`config.mk`:
```
export PLATFORM = sky130hd
export DESIGN_NAME = normalize_counter
export DESIGN_NICKNAME = d
export VERILOG_FILES = /design/src/rtl/normalize_counter.sv
export SDC_FILE = /design/constraint.sdc
export NUM_CORES = 1
export LEC_CHECK = 0
export BUFFER_PORTS_ARGS = -buffer_cell sky130_fd_sc_hd__buf_2
export CORE_MARGIN = 1
export CORE_UTILIZATION = 55
export CTS_CLUSTER_SIZE = 10
export DETAILED_ROUTE_END_ITERATION = 10
export PLACE_DENSITY = 0.85
export SLEW_MARGIN = 10
export SYNTH_ARGS = -nofsm -noshare
export SYNTH_HDL_FRONTEND = slang
export SYNTH_SLANG_ARGS = --single-unit
export TNS_END_PERCENT = 100
```
`constraint.sdc`:
```
create_clock -name i_clk -period 5.3 [get_ports i_clk]
set_input_delay 1.325 -clock i_clk [delete_from_list [all_inputs] [get_ports i_clk]]
set_output_delay 1.325 -clock i_clk [all_outputs]
set_load 0.02 [all_outputs]
```
`src/rtl/normalize_counter.sv`:
```
`default_nettype none
// ============================================================================
// Module   : normalize_counter
// Purpose  : Iterative mantissa normalizer; shifts until MSB set, reports count
// Revision : 1.0  initial release
// ============================================================================
module normalize_counter #(
   parameter int SIZE   = 64,
   parameter int COARSE = 8
) (
   input  logic                       i_clk,
   input  logic                       i_rst_n,
   input  logic                       i_start,
   input  logic [SIZE-1:0]            i_d,
   input  logic                       i_carry,
   output logic [SIZE-1:0]            o_q,
   output logic [$clog2(SIZE)+1:0]    o_shift_n,
   output logic                       o_shift_right,
   output logic                       o_sticky,
   output logic                       o_zero,
   output logic                       o_busy,
   output logic                       o_done
);

   localparam int SW = $clog2(SIZE) + 2;
   localparam logic [SW-1:0] c_coarse = SW'(COARSE);
   localparam logic [SW-1:0] c_one    = SW'(1);

   typedef enum logic [1:0] {
      S_IDLE = 2'd0,
      S_LEFT = 2'd1,
      S_DONE = 2'd2
   } state_t;

   state_t          r_state, w_state_next;
   logic [SIZE-1:0] r_q, w_q_next;
   logic [SW-1:0]   r_shift_n, w_shift_n_next;
   logic            r_right, w_right_next;
   logic            r_sticky, w_sticky_next;
   logic            r_zero, w_zero_next;

   always_ff @(posedge i_clk) begin
      if (!i_rst_n) begin
         r_state   <= S_IDLE;
         r_q       <= '0;
         r_shift_n <= '0;
         r_right   <= 1'b0;
         r_sticky  <= 1'b0;
         r_zero    <= 1'b0;
      end else begin
         r_state   <= w_state_next;
         r_q       <= w_q_next;
         r_shift_n <= w_shift_n_next;
         r_right   <= w_right_next;
         r_sticky  <= w_sticky_next;
         r_zero    <= w_zero_next;
      end
   end

   always_comb begin
      w_state_next   = r_state;
      w_q_next       = r_q;
      w_shift_n_next = r_shift_n;
      w_right_next   = r_right;
      w_sticky_next  = r_sticky;
      w_zero_next    = r_zero;
      unique case (r_state)
         S_IDLE: begin
            if (i_start) begin
               w_shift_n_next = '0;
               w_right_next   = 1'b0;
               w_sticky_next  = 1'b0;
               w_zero_next    = 1'b0;
               if (i_carry) begin
                  w_q_next       = {1'b1, i_d[SIZE-1:1]};
                  w_shift_n_next = c_one;
                  w_right_next   = 1'b1;
                  w_sticky_next  = i_d[0];
                  w_state_next   = S_DONE;
               end else if (i_d == '0) begin
                  w_q_next     = '0;
                  w_zero_next  = 1'b1;
                  w_state_next = S_DONE;
               end else begin
                  w_q_next     = i_d;
                  w_state_next = S_LEFT;
               end
            end
         end
         S_LEFT: begin
            // Coarse step only when the whole top window is zero, so no 1 is lost
            if (r_q[SIZE-1]) begin
               w_state_next = S_DONE;
            end else if (r_q[SIZE-1 -: COARSE] == '0) begin
               w_q_next       = r_q << COARSE;
               w_shift_n_next = r_shift_n + c_coarse;
            end else begin
               w_q_next       = r_q << 1;
               w_shift_n_next = r_shift_n + c_one;
            end
         end
         S_DONE: begin
            w_state_next = S_IDLE;
         end
         default: begin
            w_state_next = S_IDLE;
         end
      endcase
   end

   assign o_q           = r_q;
   assign o_shift_n     = r_shift_n;
   assign o_shift_right = r_right;
   assign o_sticky      = r_sticky;
   assign o_zero        = r_zero;
   assign o_busy        = (r_state != S_IDLE);
   assign o_done        = (r_state == S_DONE);

endmodule
`default_nettype wire

```
Yosys cells after proc, flatten, opt, wreduce, memory -nomap -nowiden
Index checks and enable logic that the tools add are counted.
W data, S select, Z words.
{"block": "word_totals", "in_bits": 68, "word_cells": 43, "regBits": 77, "output_inout_bits": 77}
{"block": "op_classes", "n_mux": 20, "n_addsub": 2, "reduce_logical": 9, "n_eq_ne": 5}
{"op": "$mux W64", "n": 5}
{"op": "$pmux W64 S2", "n": 1}
{"op": "$logic_not A64 Y1", "n": 1}
{"op": "$mux W8", "n": 3}
{"op": "$pmux W8 S2", "n": 1}
{"op": "$add A8 B1 Y8 const B", "n": 1}
{"op": "$add A8 B4 Y8 const B", "n": 1}
{"op": "$logic_not A8 Y1", "n": 1}
{"op": "$mux W2", "n": 4}
{"op": "$ne A2 B2 Y1 const B", "n": 3}
{"op": "$reduce_and A2 Y1", "n": 3}
{"op": "$mux W1", "n": 5}
{"op": "$pmux W2 S2", "n": 1}
{"op": "$reduce_bool A2 Y1", "n": 2}
{"op": "$reduce_and A3 Y1", "n": 1}
{"op": "$eq A2 B1 Y1 const B", "n": 1}
{"op": "$eq A2 B2 Y1 const B", "n": 1}
{"op": "$logic_not A2 Y1", "n": 1}

Longest topological paths before layout
Gate-level depths: netlist of the first run.
{"block": "logic_depth", "ltp_word": 5, "mapped_depth": 8, "ltp_nobuf": 5}

Least setup slack after synthesis of the first run
OpenSTA, ideal clock, no wires.
{"block": "synth_timing", "path_type": "input to register", "startpoint": "in i_carry", "endpoint": "reg r_q[13], in the netlist o_q[13]", "path_buffers": 4, "arrival_ns": 2.453, "setup_slack_ns": 2.715, "path_stages": 7, "setup_time_ns": 0.132, "path_cell_list": "clkbuf_1 > and2_1 > buf_2 > buf_6 > buf_2 > a221oi_1 > a31oi_1"}
{"block": "synth_via", "elab_chain_cells": 3}
{"item": "start: declaration", "line": "15", "source": "input logic i_carry,"}
{"item": "$mux W64", "line": "74", "source": "if (i_carry) begin"}
{"item": "$mux W64", "line": "69", "source": "if (i_start) begin"}
{"item": "$pmux W64 S2", "line": "67", "source": "unique case (r_state)"}
{"item": "end signal: assignment", "line": "52", "source": "r_q <= w_q_next;"}
{"item": "end: declaration", "line": "36", "source": "logic [SIZE-1:0] r_q, w_q_next;"}
Every way passes these cells. The select of a mux whose other input is x is not followed.
A chain may end at the register's enable or synchronous reset.

Worst setup path in the final report of the first run
{"block": "layout_timing", "startpoint": "in i_start", "endpoint": "reg r_q[60], in the netlist o_q[60]"}
{"block": "layout_via", "elab_chain_cells": 2}
{"item": "start: declaration", "line": "13", "source": "input logic i_start,"}
{"item": "$ne A2 B2 Y1 (no source line)"}
{"item": "$reduce_and A3 Y1 (no source line)"}
Every way passes these cells.

==> results of run 1 <==
-- through the flow --
step | setup slack [ns] | total power [mW] | util | hold slack [ns] | instance area, um^2
finish | 2.166 | 1.657 | 0.6769 | 0.4609 | 5285
floorplan | 2.715 | 1.025 | - | 0.4990 | 4463
global placement | 1.968 | 1.162 | 0.6498 | 0.4492 | 5074
CTS | 2.225 | 1.645 | 0.6769 | 0.4650 | 5285
global route | 2.018 | 1.721 | 0.6769 | 0.4876 | 5285
detailed placement | 1.855 | 1.174 | 0.6498 | 0.4541 | 5074
-- state kept, by name, indices dropped and copies added (netlist names) --
register and count:
o_shift_n 8, o_sticky 1, r_state 2, o_shift_right 1, o_zero 1, o_q 64
-- routing by layer --
metal | track usage | routed length [um] | vias to the layer above
met5 | 0 | 0 | -
met4 | 0.1315 | 420 | 0
met3 | 0.05058 | 1568 | 56
met2 | 0.5087 | 6516 | 386
met1 | 0.4522 | 5526 | 2319
li1 | - | - | 2220
-- tightest hold or removal path, delay by kind of cell, from the launching register on --
family | cells | cell delay [ns]
AOI/OAI and AO/OA | 1 | 0.06
DFF | 1 | 0.31
and+or+nand+nor | 1 | 0.04
-- path summary, 6_finish.rpt --
check	from	to	slack [ns]
worst min-delay path	o_sticky	o_sticky	0.46
worst max-delay path	i_start	o_q[60]	2.17
worst max register to register	r_state[0]	o_q[35]	2.53
worst min register to register	o_sticky	o_sticky	0.46
-- logic make-up (layout without fill, tap and decap cells) --
| logic type | after synthesis | after routing | share of synthesized area |
|---|---|---|---|
| buffers and inverters | 51 | 168 | 0.06897 |
| adder cells (fa/ha/maj) | 2 | 2 | 0.005606 |
| XOR/XNOR | 5 | 5 | 0.009812 |
| AND/OR/NAND/NOR | 171 | 171 | 0.1803 |
| multiplexers | 5 | 5 | 0.01149 |
| AO/OA/AOI/OAI | 204 | 204 | 0.3785 |
| flip-flops | 77 | 77 | 0.3454 |
-- where the power goes --
group / switching [mW] / internal (mW)
registers: 0.0812 / 0.637
clock network: 0.227 / 0.256
logic: 0.287 / 0.169
total: 0.595 / 1.06
-- final cells by class --
class                   instances  area [um^2]
repair buffers                150        765.7
clock buffers                  13        168.9
flip-flops and latches         77         1541
fillers                       655         2522
multi-input cells             387         2631
well taps                     102        127.6
inverters                       2        7.507
clock inverters                 3        42.54
-- layout by cell type, fill, tap and decap left out, drive strengths merged, types with 2 or more instances in the layout --
cell type and instances:
nor2b 2, clkbuf 13, o22ai 5, a211oi 4, mux2i 4, nor3 2
and3 9, buf 150, nand2 98, a221o 17, nand4 6, nor2 22
a21boi 3, a32o 2, and2 2, xnor2 4, a221oi 47, a21oi 17
nand3 5, a22o 12, ha 2, o21ai 53, nor4 19, inv 2
nand2b 4, dfxtp 77, a31oi 41
==> impl_metrics.tcl, run 1 <==
set metrics [dict create \
    status "finished, final reports clean" \
    p_leak_nw 2.202 \
    finalClockSkew_ns 0.009040 \
    synth_area_per_cell_um2 8.666 \
    initial_core_util 0.5716 \
    r2r_cells 5 \
    cts_buffer_depth 2 \
    ys_seq_elements 77 \
    slew_headroom 0.2000 \
    finalHoldViolCount 0 \
    dp_cells 718 \
    grtUsageTotal 0.3272 \
    synthTopCellsByArea "dfxtp_1 35%, a221oi_2 12%, nand2_1 8.2%" \
    syn2layout_area_growth_pct 18.42 \
    async_reset_ff_frac 0 \
    insertion_delay_ns 0.36 \
    start_kind "primary input" \
    stdcell_count 734 \
    cts.htree.levels 3 \
    fin_tns_setup_ns 0 \
    gp_congestion 0.9210 \
    fin_nets 697 \
    grt_max_degree 74 \
    cts_tree "yes" \
    cp_num_cells 7 \
    n_antenna_cell 0 \
    cp-end-kind "flop" \
    hp-class "reg -> reg" \
    routedWlPerCell_um 19.12 \
    required_ns 5.59 \
    drive_above_1_share 0.3402 \
    cts.clk_slew.worst_paths_ns 0.08 \
    dieArea_um2 8479 \
    io_buffers 144 \
    drtIter0Drc 572 \
    max_freq_ghz 0.3191 \
    hold_path_depth 2 \
    rsz0062_at_grt "false" \
    syn_nets 585 \
    crit_family "compound AO/OA/AOI/OAI gates" \
    ys_types 46 \
    fin_crit_sh 0.5913 \
    cts_resized 0 \
    pin_count 145 \
    drv_slew 0 \
    fp.coreArea_um2 7807 \
    dieWidth_um 92.08 \
    via_count 4981 \
    crit_type "in -> reg" \
    arrival_ns 3.42 \
    drv_cap 0 \
    fin_crit_ns 3.134 \
    postCtsSetupRepairBufs 0 \
    detail_route.vias_per_cell 6.786 \
    slowest_delay_ns 0.89 \
    grt-ovfl-total 0 \
    yosys_warnings 0 \
    grt_pass1_vias 4371 \
    row_count 32 \
    post-synth-top-count-cell "nand2_1" \
    ant_nets 0 \
    synth_top_cell_by_area "dfxtp_1" \
    tightest_slew_ns 1.197 \
    crit_fanout 45 \
    numCtsBuffers 9 \
    root_buffer "clkbuf_8" \
    crit_chain "buf_2 -> nand2b_1 -> a21o_2 -> buf_4 -> a221o_1 -> a221oi_1 -> nor2_1" \
    dr.pass1.iters 5 \
    die_h_um 92.08 \
    synthCells 515 \
    synth_flop_cell "dfxtp_1" \
    grt_pass1_wl_mm 22.30 \
    synth_top_area_frac 0.3454 \
    ys_top_cells_by_count "97 x nand2_1, 77 x dfxtp_1, 53 x o21ai_0, 41 x a31oi_1, 37 x a221oi_2" \
    hpwl_mm 9.356 \
    slowest_stage "a21o_2" \
    p_per_area_nw_per_um2 313.5 \
    antenna_found_initial 0 \
    cts.sinks 77 \
    synth_area_um2 4463 \
    hold_buffers 0 \
    ir_worst_vdd_mv 0.1572 \
    synth_edf_count 0 \
    ys_seq_area_frac 0.3454 \
    crit_buf_inv 2 \
    drc_errors 0 \
    setup_viol_count_final 0 \
    wl_mm 14.03 \
]
(Power assumes the default switching activity.)
==> inputs of run 2 (changes only) <==
CORE_UTILIZATION = 51   (was 55)
PLACE_DENSITY = 0.79   (was 0.85)
clock period = 3 ns   (was 5.3 ns; I/O delays follow)
==> run 2 against run 1 <==
Net effect:
- first-iteration DRC count fell by 11%
- non-clock buffer count rose by 6
- design area rose by 0.99%
- setup slack got worse by 1.4 ns
- sequential cell count did not move
- sequential share of layout area fell by 0.29 points
- global-route usage fell by 0.68 points
- sequential power rose by 77%
- worst hold slack improved by 0.015 ns
- cell count rose by 1.2%
- count of clock-buffer cells in the layout fell by 3
- die area rose by 7.7%
- largest cell class unchanged
- highest routed layer unchanged
==> impl_metrics.tcl, run 2 (synthesis results as in run 1) <==
set metrics [dict create \
    status "finished, final reports clean" \
    n_antenna_cell 0 \
    hp-start "o_shift_right" \
    ir_worst_vdd_mv 0.2606 \
    finalHoldViolCount 0 \
    post-route-util 0.6400 \
    whs_endpoint "o_shift_right" \
    syn2layout_area_growth_pct 19.60 \
    wl_mm 14.61 \
    insertion_delay_ns 0.35 \
    dr.pass1.iters 5 \
    crit_fanout 3 \
    stdcell_count 743 \
    drv_cap 0 \
    arrival_ns 2.51 \
    largest_register_ffs 64 \
    fin_area_um2 5338 \
    cts.clk_slew.worst_paths_ns 0.08 \
    fin_crit_sh 0.7556 \
    via_count 4901 \
    r2r_end "o_q[36]" \
    hpwl_mm 9.670 \
    cts_tree "yes" \
    root_buffer "clkbuf_8" \
    cts.htree.levels 3 \
    slowest_delay_ns 0.59 \
    tightest_slew_ns 0.6876 \
    postCtsSetupRepairBufs 0 \
    initial_core_util 0.5351 \
    reg2reg_from "o_q[63]" \
    pin_count 145 \
    crit_family "simple AND/OR/NAND/NOR gates" \
    drtIter0Drc 509 \
    io_buffers 144 \
    setup_viol_count_final 0 \
    detail_route.vias_per_cell 6.596 \
    hold_path_depth 2 \
    drc_errors 0 \
    routedWlPerCell_um 19.67 \
    start_kind "primary input" \
    hold_buffers 0 \
    dieWidth_um 95.55 \
    row_count 33 \
    drive_above_1_share 0.3464 \
    cts_buffer_depth 2 \
    p_leak_nw 2.237 \
    mostFrequentLayoutCell "buf_2" \
    drv_slew 0 \
    antenna_found_initial 0 \
    fin_crit_ns 2.267 \
    crit_type "in -> reg" \
    slowest_stage "nor4_1" \
    grtUsageTotal 0.3204 \
    fin_nets 703 \
    crit_buf_inv 1 \
    grt_pass1_vias 4358 \
    crit_chain "buf_2 -> nor4_1 -> nand4_1 -> nor4_1 -> o21ai_0 -> and3_1" \
    p_per_area_nw_per_um2 553.6 \
    place_area_um2 5122 \
    total_power_mw 2.955 \
    fp.coreArea_um2 8341 \
    r2r_slack_ns 0.76 \
    required_ns 3.25 \
    cts_resized 0 \
    final_cell_mix "144 x buf_2, 97 x nand2_1, 77 x dfxtp_1" \
    fin_tns_setup_ns 0 \
    cts.sinks 77 \
    finalClockSkew_ns 0.01432 \
    hp-class "reg -> reg" \
    grt-ovfl-total 0 \
    numCtsBuffers 9 \
    path_common_cell "nor4_1" \
    r2r_cells 6 \
    dieArea_um2 9129 \
    slew_headroom 0.5416 \
    grt_max_degree 65 \
    die_h_um 95.55 \
    max_freq_ghz 0.4412 \
    rsz0062_at_grt "false" \
    dp_cells 727 \
    cp-end-kind "flop" \
    grt_pass1_wl_mm 22.73 \
    gp_congestion 0.9086 \
    ant_nets 0 \
]
run 2: metrics by stage:
stage,hold WS [ns],setup WS (ns)
CTS,0.4793,0.7957
global placement,0.4527,0.4709
detailed placement,0.4683,0.4491
global route,0.5088,0.6458
finish,0.4755,0.7332
floorplan,0.4990,0.9898
run 2: layout make-up:
class                   count  area, um^2
flip-flops and latches     77        1541
inverters                   2       7.507
clock buffers              10       127.6
repair buffers            156       810.8
multi-input cells         387        2631
fillers                   733        3003
well taps                 105       131.4
clock inverters             6       87.58
run 2: power breakdown:
| part | switching [mW] | total [mW] | internal, mW |
|---|---|---|---|
| Sequential | 0.149 | 1.27 | 1.12 |
| Clock | 0.400 | 0.869 | 0.469 |
| Combinational | 0.511 | 0.812 | 0.302 |
| Total | 1.06 | 2.95 | 1.90 |
run 2: layer usage:
layer | vias up | global-route usage | share of wire
li1 | 2237 | - | -
met1 | 2307 | 0.4657 | 0.43
met2 | 326 | 0.4815 | 0.46
met3 | 31 | 0.05024 | 0.095
met4 | 0 | 0.1007 | 0.018
met5 | - | 0 | 0
run 2: how the worst max path moves through the flow:
stage	start	end	slack, ns	cells past startpoint
2_1_floorplan	i_carry	o_q[13]	0.99	7
3_3_place_gp	i_d[4]	r_state[0]	0.47	6
3_5_place_dp	i_d[4]	r_state[0]	0.45	6
4_1_cts	o_q[63]	o_q[36]	0.80	6
5_1_grt	o_q[63]	o_q[36]	0.65	6
6_report	i_d[4]	r_state[0]	0.73	6
run 2: worst register-to-register path, delay by kind of cell, from the launching register on:
kind	cells	cell delay, ns
flip-flops	1	0.40
AO/OA/AOI/OAI	1	0.20
buffers and inverters	1	0.48
AND/OR/NAND/NOR	4	1.09
==> inputs of run 3 (changes only) <==
ABC_AREA = 1   (was not set)
CORE_UTILIZATION = 54   (was 51)
PLACE_DENSITY = 0.81   (was 0.79)
clock period = 2.1 ns   (was 3 ns; I/O delays follow)
==> run 3 against run 2 <==
Net effect:
- utilization increased by 3.5 points
- synthesized area rose by 19%
- first-iteration DRC count is 13% lower
- critical path depth up 4
- via count rose by 29%
- sequential power grew 43%
- critical path type is now reg -> reg
==> impl_metrics.tcl, run 3 <==
set metrics [dict create \
    dp_cells 1135 \
    slew_headroom 0.6846 \
    synth_top_cell_by_area "dfxtp_1" \
    cts.clk_slew.worst_paths_ns 0.09 \
    stdcell_count 1151 \
    numCtsBuffers 9 \
    die_h_um 101.2 \
    drc_errors 0 \
    arrival_ns 2.04 \
    finalHoldViolCount 0 \
    drtIter0Drc 443 \
    cts_tree "yes" \
    row_count 35 \
    fin_crit_sh 0.8500 \
    n_antenna_cell 0 \
    drv_slew 0 \
    ys_types 28 \
    syn_nets 969 \
    insertion_delay_ns 0.35 \
    crit_fanout 27 \
    start_kind "flop" \
    pin_count 145 \
    dieArea_um2 10240 \
    p_per_area_nw_per_um2 736.7 \
    postCtsSetupRepairBufs 0 \
    grt_pass1_wl_mm 26.01 \
    routedWlPerCell_um 13.78 \
    drv_cap 0 \
    ys_seq_area_frac 0.2901 \
    synth_area_per_cell_um2 5.911 \
    drive_above_1_share 0.1879 \
    synth_area_um2 5314 \
    antenna_found_initial 0 \
    mostFrequentLayoutCell "nand2_1" \
    async_reset_ff_frac 0 \
    ir_worst_vdd_mv 0.5030 \
    io_buffers 144 \
    hold_path_depth 2 \
    synth_top_area_frac 0.2901 \
    post-route-util 0.6753 \
    synthTopCellsByArea "dfxtp_1 29%, nand2_1 13%, inv_1 12%" \
    crit_path_start "r_state[0]" \
    max_freq_ghz 0.5602 \
    via_count 6323 \
    hp-class "in -> reg" \
    tightest_slew_ns 0.4720 \
    grt-ovfl-total 0 \
    cts.sinks 77 \
    required_ns 2.35 \
    final_cell_mix "184 x nand2_1, 174 x inv_1, 144 x buf_2" \
    status "finished, final reports clean" \
    hp-start "i_d[0]" \
    cts.htree.levels 3 \
    fp.coreArea_um2 9371 \
    fin_crit_ns 1.785 \
    crit_type "reg -> reg" \
    reg2reg_from "r_state[0]" \
    initial_core_util 0.5670 \
    r2r_slack_ns 0.31 \
    fin_tns_setup_ns 0 \
    grtUsageTotal 0.3144 \
    grt_max_degree 59 \
    cts_resized 0 \
    hold_buffers 0 \
    hpwl_mm 11.15 \
    ys_top_cells_by_count "184 x nand2_1, 174 x inv_1, 126 x nand3_1, 77 x dfxtp_1, 65 x o21ai_0" \
    finalClockSkew_ns 0.01196 \
    fin_nets 1087 \
    cts_buffer_depth 2 \
    yosys_warnings 0 \
    synth_flop_cell "dfxtp_1" \
    root_buffer "clkbuf_8" \
    gp_congestion 0.8917 \
    whs_endpoint "o_sticky" \
    largest_register_ffs 64 \
    wl_mm 15.86 \
    p_leak_nw 3.496 \
    post-synth-top-count-cell "nand2_1" \
    syn2layout_area_growth_pct 19.10 \
    synthCells 899 \
    dieWidth_um 101.2 \
    setup_viol_count_final 0 \
    r2r_cells 10 \
    grt_pass1_vias 5526 \
    rsz0062_at_grt "false" \
    synth_edf_count 0 \
    ant_nets 0 \
    cp-end-kind "flop" \
    ys_seq_elements 77 \
    r2r_end "o_q[55]" \
    detail_route.vias_per_cell 5.493 \
    dr.pass1.iters 5 \
]
[run 3: area by class of cell]
class,count,area (um^2)
tap,129,161.4
clock inverter,6,63.81
clock buffer,10,127.6
fill,931,3043
sequential,77,1541
timing repair buffer,161,923.4
inverter,181,679.4
multi-input combinational,587,2831
[run 3: how the worst max path moves through the flow]
| stage | to | slack (ns) | cells after the start |
|---|---|---|---|
| finish | o_q[55] | 0.31 | 10 |
| global route | o_q[55] | 0.13 | 10 |
| CTS | o_q[55] | 0.31 | 10 |
| detailed placement | o_q[55] | 0.34 | 10 |
| global placement | o_q[55] | 0.36 | 10 |
| floorplan | o_q[50] | 0.62 | 9 |
[run 3: layer usage]
layer / track usage / routed length, um
met5: 0 / 0
met4: 0.1115 / 333
met3: 0.04969 / 1665
met2: 0.5055 / 7075
met1: 0.4280 / 6785
[run 3: metrics by stage]
stage / power (mW) / hold WS (ns) / worst slack (ns) / area [um^2]
6_report: 4.662 / 0.4599 / 0.3149 / 6329
5_1_grt: 4.963 / 0.4628 / 0.1264 / 6329
4_1_cts: 4.666 / 0.4418 / 0.3129 / 6329
3_5_place_dp: 3.532 / 0.4460 / 0.3368 / 6137
3_3_place_gp: 3.517 / 0.4474 / 0.3581 / 6137
2_1_floorplan: 2.993 / 0.5424 / 0.6199 / 5314
[run 3: report_power, final]
group / internal, mW / total, mW / switching (mW)
registers: 1.63 / 1.82 / 0.187
logic: 0.585 / 1.71 / 1.12
clock network: 0.548 / 1.13 / 0.587
[run 3: critical path, cell delays in order, from the launching register on]
cell and delay, ns:
dfxtp_1 0.40, inv_2 0.07, nor2_4 0.20, nand2_2 0.12
nand2_4 0.20, inv_2 0.06, buf_4 0.23, a21oi_1 0.18
nand3_1 0.10, nand2_1 0.08, inv_1 0.04
[run 3: kinds of logic after synthesis]
kind of cell,count (synthesis),share of synthesized area
flip-flops,77,0.2901
AND/OR/NAND/NOR,382,0.3089
AO/OA/AOI/OAI,202,0.2166
XOR/XNOR,1,0.001649
buffers and inverters,235,0.1780
adder cells (fa/ha/maj),2,0.004708
